===== src/rtl/game_pkg.sv =====
// Shared definitions for the game round controller: FSM state
// encodings and the speed-select codes driven to the game clock.
package game_pkg;

  // Round FSM states; the encoding is visible on the state output.
  typedef enum logic [1:0] {
    ST_IDLE  = 2'd0,
    ST_RUN   = 2'd1,
    ST_PAUSE = 2'd2,
    ST_OVER  = 2'd3
  } state_e;

  // Game clock rate select codes.
  localparam logic [1:0] SPEED_NORMAL = 2'd0;
  localparam logic [1:0] SPEED_X2     = 2'd1;

endpackage


===== src/rtl/rr_arbiter.sv =====
// Round-robin arbiter. The requester with the lowest index at or above
// the pointer (wrapping) wins. The pointer moves to winner+1 only when
// advance_i is high and some request is present; otherwise it holds.
module rr_arbiter #(
  parameter int NREQ = 4
) (
  input  logic            clk_i,
  input  logic            rst_i,
  input  logic [NREQ-1:0] req_i,
  input  logic            advance_i,
  output logic [NREQ-1:0] grant_o
);

  localparam int PW = (NREQ > 1) ? $clog2(NREQ) : 1;

  logic [PW-1:0] ptr_q, ptr_d;
  logic [PW-1:0] win;
  logic          found;

  // Pick the winner: first scan from the pointer upward, then wrap to 0.
  always_comb begin
    found   = 1'b0;
    win     = '0;
    grant_o = '0;
    ptr_d   = ptr_q;
    for (int i = 0; i < NREQ; i++) begin
      if (!found && (i >= int'(ptr_q)) && req_i[i]) begin
        found = 1'b1;
        win   = PW'(i);
      end
    end
    for (int i = 0; i < NREQ; i++) begin
      if (!found && req_i[i]) begin
        found = 1'b1;
        win   = PW'(i);
      end
    end
    if (found) begin
      grant_o = NREQ'(1) << win;
    end
    if (advance_i && found) begin
      ptr_d = (win == PW'(NREQ - 1)) ? '0 : win + 1'b1;
    end
  end

  // Pointer register.
  always_ff @(posedge clk_i) begin
    if (rst_i) begin
      ptr_q <= '0;
    end else begin
      ptr_q <= ptr_d;
    end
  end

endmodule


===== src/rtl/game_round_ctrl.sv =====
// Game round controller: sequences the 0.1 s game clock (enable, clear,
// speed select), counts a round down in ticks, and hands out at most one
// round-robin write grant per tick while running.
//
// Handshake: req is a level held by a requester until it sees its grant;
// grant is a registered one-hot pulse lasting one cycle, valid the cycle
// after the tick that produced it. A requester must drop req the cycle
// after its grant; a req still held is simply eligible again on the next
// tick at the rotated priority.
import game_pkg::*;

module game_round_ctrl #(
  parameter int NREQ        = 4,
  parameter int ROUND_TICKS = 600,
  parameter int WARN_TICKS  = 100,
  parameter int TICK_W      = 10
) (
  input  logic              CLOCK50M,
  input  logic              KEY0,
  input  logic              start,
  input  logic              pause,
  input  logic              tick,
  input  logic [NREQ-1:0]   req,
  output logic              clk_enable,
  output logic              clk_clear,
  output logic [1:0]        speed,
  output logic [NREQ-1:0]   grant,
  output logic [1:0]        state,
  output logic [TICK_W-1:0] remaining,
  output logic              round_over
);

  state_e            state_q, state_d;
  logic [TICK_W-1:0] rem_q, rem_d;
  logic              clr_q, clr_d;
  logic              over_q, over_d;
  logic [NREQ-1:0]   grant_q, grant_d;
  logic [NREQ-1:0]   arb_grant;
  logic              advance;

  rr_arbiter #(
    .NREQ (NREQ)
  ) u_arb (
    .clk_i     (CLOCK50M),
    .rst_i     (KEY0),
    .req_i     (req),
    .advance_i (advance),
    .grant_o   (arb_grant)
  );

  // Next-state logic: start/pause/tick handling with tick taking effect
  // before a same-cycle pause, and round end overriding pause.
  always_comb begin
    state_d = state_q;
    rem_d   = rem_q;
    clr_d   = 1'b0;
    over_d  = 1'b0;
    grant_d = '0;
    advance = 1'b0;
    unique case (state_q)
      ST_IDLE, ST_OVER: begin
        if (start) begin
          state_d = ST_RUN;
          rem_d   = TICK_W'(ROUND_TICKS);
          clr_d   = 1'b1;
        end
      end
      ST_RUN: begin
        if (tick) begin
          advance = 1'b1;
          grant_d = arb_grant;
          rem_d   = rem_q - 1'b1;
          if (rem_q == TICK_W'(1)) begin
            state_d = ST_OVER;
            over_d  = 1'b1;
          end else if (pause) begin
            state_d = ST_PAUSE;
          end
        end else if (pause) begin
          state_d = ST_PAUSE;
        end
      end
      ST_PAUSE: begin
        if (pause) begin
          state_d = ST_RUN;
        end
      end
      default: state_d = ST_IDLE;
    endcase
  end

  // State and output registers with synchronous reset.
  always_ff @(posedge CLOCK50M) begin
    if (KEY0) begin
      state_q <= ST_IDLE;
      rem_q   <= '0;
      clr_q   <= 1'b0;
      over_q  <= 1'b0;
      grant_q <= '0;
    end else begin
      state_q <= state_d;
      rem_q   <= rem_d;
      clr_q   <= clr_d;
      over_q  <= over_d;
      grant_q <= grant_d;
    end
  end

  // Clock control decoded from registers only, so speed follows
  // remaining in the same cycle it crosses the warning threshold.
  always_comb begin
    clk_enable = (state_q == ST_RUN);
    speed      = SPEED_NORMAL;
    if ((state_q == ST_RUN) && (rem_q <= TICK_W'(WARN_TICKS))) begin
      speed = SPEED_X2;
    end
  end

  assign clk_clear  = clr_q;
  assign round_over = over_q;
  assign grant      = grant_q;
  assign state      = state_q;
  assign remaining  = rem_q;

endmodule

===== config.mk =====
export PLATFORM = sky130hd
export DESIGN_NAME = game_round_ctrl
export DESIGN_NICKNAME = d
export VERILOG_FILES = /design/src/rtl/game_pkg.sv /design/src/rtl/rr_arbiter.sv /design/src/rtl/game_round_ctrl.sv
export SDC_FILE = /design/constraint.sdc
export NUM_CORES = 1
export LEC_CHECK = 0
export ABC_AREA = 1
export ABC_CLOCK_PERIOD_IN_PS = 1400
export CAP_MARGIN = 0
export CORE_MARGIN = 4
export CORE_UTILIZATION = 30
export DETAILED_ROUTE_END_ITERATION = 7
export PLACE_DENSITY = 0.64
export RECOVER_POWER = 50
export SETUP_SLACK_MARGIN = 0.1
export SLEW_MARGIN = 20
export SYNTH_ARGS = -nofsm -noshare
export SYNTH_HDL_FRONTEND = slang
export SYNTH_HIERARCHICAL = 1
export SYNTH_SLANG_ARGS = --single-unit

===== constraint.sdc =====
create_clock -name CLOCK50M -period 1.4 [get_ports CLOCK50M]
set_input_delay 0.28 -clock CLOCK50M [delete_from_list [all_inputs] [get_ports CLOCK50M]]
set_output_delay 0.28 -clock CLOCK50M [all_outputs]
set_load 0.03 [all_outputs]

# Yosys cells after proc, flatten, opt, wreduce, memory -nomap -nowiden
# Index checks and enable logic that the tools add are counted.
[totals]
latch_bits = 0
romBits = 0
in_bits = 9
register_bits = 20
output_inout_bits = 21
memories = 0
elab_cells = 82
mem_bits_rw = 0
[classes]
n_div = 0
shift = 1
bitwise = 4
add_sub_neg = 2
magnitude_cmp = 4
muxes = 30
n_mul = 0
reduce_logical = 27
n_eq_ne = 8
[ops]
columns = ["cell", "n"]
rows = [
  ["2-bit two-way mux", 12],
  ["10-bit two-way mux", 2],
  ["10-bit case mux with 2 select lines", 1],
  ["1-bit two-way mux", 14],
  ["1-bit logical AND", 12],
  ["10-bit by 1-bit equality test with 1-bit output, second input constant", 1],
  ["10-bit by 7-bit <= comparator with 1-bit output, second input constant", 1],
  ["10-bit by 1-bit subtractor with 10-bit output, second input constant", 1],
  ["1-bit logical NOT", 7],
  ["2-bit equality test, second input constant", 3],
  ["2-bit != test, second input constant", 3],
  ["2-bit case mux with 3 select lines", 1],
  ["1-bit by 2-bit >= comparator with 1-bit output, first input constant", 2],
  ["1-bit NOT", 4],
  ["2-bit OR reduction", 2],
  ["4-bit OR reduction", 1],
  ["1-bit by 2-bit left shift with 4-bit output, first input constant", 1],
  ["3-bit AND reduction", 1],
  ["3-bit OR reduction", 1],
  ["2-bit by 1-bit adder with 2-bit output, second input constant", 1],
  ["2-bit by 1-bit equality test with 1-bit output, second input constant", 1],
  ["2-bit >= comparator, first input constant", 1],
  ["2-bit logical NOT", 1],
  ["2-bit AND reduction", 1],
  ["2-bit nonzero test", 1],
]

# Longest topological paths before layout
[logic_depth]
ltp_word = 28
mapped_depth = 13
ltp_nobuf = 13

# Modules after synthesis
# The synthesis kept the hierarchy.
[modules_own_cells]
columns = ["module", "cells_per_inst", "seq_area_each_um2", "area_each_um2", "instances"]
rows = [
  ["game_round_ctrl", 142, 360.3, 963.4, 1],
  ["rr_arbiter", 49, 40.0, 285.3, 1],
]

# Worst setup path before layout
# No wires, ideal clock.
[synth_path]
path_type = "flip-flop to output port"
from = "register state_q[0], in the netlist state[0]"
to = "output port speed[0]"
arrival_time_ns = 1.667
slack_ns = -0.547
n_path_buf = 0
stages_incl_launch_ff = 4
path_cell_list = "dfxtp_1 -> ha_1 -> nand3_1 -> a31oi_1"
[synth_via]
elab_chain_cells = 3
[synth_rtl]
columns = ["element", "line_no", "source"]
rows = [
  ["start: declaration", "game_round_ctrl.sv:33", "state_e state_q, state_d;"],
  ["start signal: assignment", "game_round_ctrl.sv:101", "state_q <= state_d;"],
  ["2-bit by 1-bit equality test with 1-bit output", "--", ""],
  ["net clk_enable", "game_round_ctrl.sv:24", "output logic clk_enable,"],
  ["1-bit logical AND", "game_round_ctrl.sv:114", "if ((state_q == ST_RUN) && (rem_q <= TICK_W'(WARN_TICKS))) begin"],
  ["1-bit two-way mux", "game_round_ctrl.sv:114", ""],
  ["end: declaration", "game_round_ctrl.sv:26", "output logic [1:0] speed,"],
]
# The timed path passes the listed nets, and every way through them passes these cells.

# Final worst setup path
[layout_path]
from = "register rem_q[1], in the netlist remaining[1]"
to = "output port speed[0]"
[layout_via]
elab_chain_cells = 3
[layout_rtl]
columns = ["element", "line_no", "source"]
rows = [
  ["start: declaration", "game_round_ctrl.sv:34", "logic [TICK_W-1:0] rem_q, rem_d;"],
  ["start signal: assignment", "game_round_ctrl.sv:102", "rem_q <= rem_d;"],
  ["10-bit by 7-bit <= comparator with 1-bit output", "game_round_ctrl.sv:114", ""],
  ["1-bit logical AND", "game_round_ctrl.sv:114", ""],
  ["1-bit two-way mux", "game_round_ctrl.sv:114", ""],
]
# Every way passes these cells.

==> reports/results.tsv <==
metric	value	unit
worst reg2reg path depth	11	
IO Port Bufs	28	
worst skew pair latency	270	ps
Seq cells post-synth	20	
largest net degree at the start of global routing	12	
Achievable Freq	0.6330	GHz
PnR worst setup slack	-179.7	ps
TNS Setup	-1741	ps
Post-DRT Antenna Nets	0	
CP Cell Sequence	inv_2 > ha_4 > o21ai_4 > a31oi_4 > buf_6	
slowest stage delay, CP	360	ps
DP Wirelength	2335	µm
Setup crit start	remaining[1]	
fin crit share	112.8	%
Synth cell types	25	
max-cap viol count	0	
Max IR drop VDD	0.6911	mV
Critical Path RT	1120	ps
Final Skew	10.91	ps
vias in the first global route	1349	
share of layout cells above drive strength 1	51.74	%
WHS	513.1	ps
clock slew at reported path FFs	90	ps
wire length per cell	12.57	µm
CTS Buffer Depth	2	
reg2reg end	grant[3]	
fin. max-slew vios	0	
total gr overflow	0	
initial core utilization	31.22	%
Final setup violation count	16	
die width	72.52	µm
DR vias/cell	4.657	
CTS Sinks	20	
H-tree depth	1	
root buffer cell	clkbuf_8	
status	finished with violations	
Setup CP Type	flip-flop to output port	
final wirelength	3885	µm
PD cells	1758	nW/µm²
reg2reg start	u_arb/ptr_q[0]	
crit path max fanout	3	
critical path startpoint category	flip-flop	
Worst R2R Setup Slack	-170	ps
sequential fraction of the synthesis area	32.06	%
CTS tree	built	
number of DRC markers in iteration 0	106	
CP max stage cell	dfxtp_2	
# IOs	30	
synth warn	6	
crit path capture type	output port	
core box area	4000	µm²
DIE AREA	5258	µm²
CTS buffer count	3	
Pre-antenna DRT Iters	4	
failing checks	setup timing	
Placement Rows	23	
n_diodes	0	
global-route wire length before repair	5685	µm
cells after synthesis	191	
Final Wtd Congestion	0.8407	
RSZ-0062 raised after global routing	true	
syn avg cell area	6.538	µm²
P&R area growth vs syn	78.26	%
GRT Total Usage	13.45	%
Final Hold Viols	0	
Mapped Nets	208	
Mapped Area	1249	µm²
CTS Hold Bufs	0	
fin crit period	1580	ps
Die H	72.52	µm
Hold Crit Class	flip-flop to flip-flop	
fin nets	277	
CP endpoint	speed[0]	
crit path DAT	1300	ps
drt drc	0	
antenna violations before repair	0	
LEAKAGE	1.041	nW
Total Power Consumption	0.003912	W
placement-stage worst setup slack	-461.2	ps
total number of vias	1439	
FILL cells	372	
[report_power, final]
part | switching (W) | leakage (nW) | internal (W)
logic | 0.00155 | 0.850 | 0.00109
clock network | 0.000213 | 0.0228 | 0.000203
registers | 0.000137 | 0.168 | 0.000720
total | 0.00189 | 1.04 | 0.00202
[worst min-delay path by stage]
| stage | from | endpoint | slack, ps | depth (start not counted) |
|---|---|---|---|---|
| 3_3_place_gp | remaining[8] | remaining[8] | 500 | 2 |
| 6_report | remaining[8] | remaining[8] | 510 | 2 |
| 3_5_place_dp | remaining[1] | remaining[1] | 510 | 2 |
| 2_1_floorplan | KEY0 | u_arb/ptr_q[0] | 430 | 3 |
| 5_1_grt | u_arb/ptr_q[1] | u_arb/ptr_q[1] | 550 | 2 |
| 4_1_cts | u_arb/ptr_q[1] | u_arb/ptr_q[1] | 520 | 2 |
[registers in the layout, summed over array words and instances, names as in the netlist]
| signal | cells |
|---|---|
| remaining | 10 |
| grant | 4 |
| state | 2 |
| u_arb/ptr_q | 2 |
| clk_clear | 1 |
| round_over | 1 |
[cell families (layout without fill, tap and decap cells)]
kind of cell | Yosys count | in the layout | share of synthesized area [%]
and+or+nand+nor | 95 | 95 | 35.27
DFF | 20 | 20 | 32.06
xor gates and xnor gates | 1 | 1 | 0.7015
adders and majority gates | 8 | 8 | 8.016
AOI/OAI and AO/OA | 21 | 21 | 9.820
other | 1 | 1 | 0.3003
buffers and inverters | 45 | 113 | 13.83
[stage by stage]
| stage | instances | cell area (µm²) | utilization [%] |
|---|---|---|---|
| after detailed placement | 290 | 1819 | 45.48 |
| after CTS | 303 | 2042 | 51.05 |
| after global placement | 290 | 1819 | 45.48 |
| after global routing | 309 | 2226 | 55.65 |
| final | 309 | 2226 | 55.65 |
| after floorplan | 191 | 1325 | - |
[critical path: cells and delay by family (launching register included)]
| kind | cells | cell delay (ps) |
|---|---|---|
| DFF | 1 | 360 |
| buffers and inverters | 2 | 210 |
| adders and majority gates | 1 | 170 |
| AOI/OAI and AO/OA | 2 | 290 |
[repair_timing]
action                     4_1_cts  5_1_grt
buffers inserted                10       10
cloned                           0        0
gates resized for setup         62       70
setup endpoints to repair       34       27
pin swaps                       22       23
[synth_stat cells]
master / instances / area, µm²
a211oi_1: 1 / 7.510
a21oi_2: 3 / 26.28
inv_2: 2 / 7.510
a21oi_1: 8 / 40.04
nand2_4: 1 / 11.26
nor3_1: 1 / 5.000
o21ai_0: 5 / 25.02
nor2_1: 31 / 116.4
nand2_1: 36 / 135.1
nor2_2: 1 / 6.260
nand2_2: 5 / 31.28
nand3_4: 1 / 17.52
o21ai_1: 1 / 5.000
nand3_1: 14 / 70.07
ha_1: 8 / 100.1
nand4_2: 1 / 12.51
a31oi_1: 3 / 18.77
dfxtp_1: 20 / 400.4
buf_4: 1 / 7.510
clkbuf_1: 1 / 3.750
conb_1: 1 / 3.750
nor2_4: 2 / 22.52
xnor2_1: 1 / 8.760
inv_1: 41 / 153.9
nand4_1: 2 / 12.51
[routing by layer]
metal | track usage [%] | share of wire [%] | wire length [µm] | up-vias
met4 | 5.943 | 2.9 | 111 | 0
met5 | 0 | 0 | 0 | -
met1 | 17.07 | 43 | 1677 | 679
met3 | 1.662 | 3.3 | 130 | 11
met2 | 22.75 | 51 | 1965 | 33
li1 | - | - | - | 716
[cell usage in the layout (no fill, tap or decap), drive strengths merged]
| master | n |
|---|---|
| dfxtp | 20 |
| nand3 | 15 |
| nand2 | 42 |
| clkdlybuf4s15 | 2 |
| a21oi | 11 |
| a211oi | 1 |
| clkdlybuf4s50 | 4 |
| dlygate4sd2 | 10 |
| a31oi | 3 |
| nand4 | 3 |
| inv | 43 |
| buf | 41 |
| nor3 | 1 |
| nor2 | 34 |
| xnor2 | 1 |
| conb | 1 |
| ha | 8 |
| clkbuf | 13 |
| o21ai | 6 |
[layout make-up]
type	count	area [µm²]	share of cell area, %
multi-input combinational	126	982.2	44.13
timing repair buffer	66	551.8	24.79
sequential	20	415.4	18.66
inverter	43	168.9	7.589
tap	50	62.56	2.811
clock buffer	4	45.04	2.024
Power figures use the tool's default switching activity.
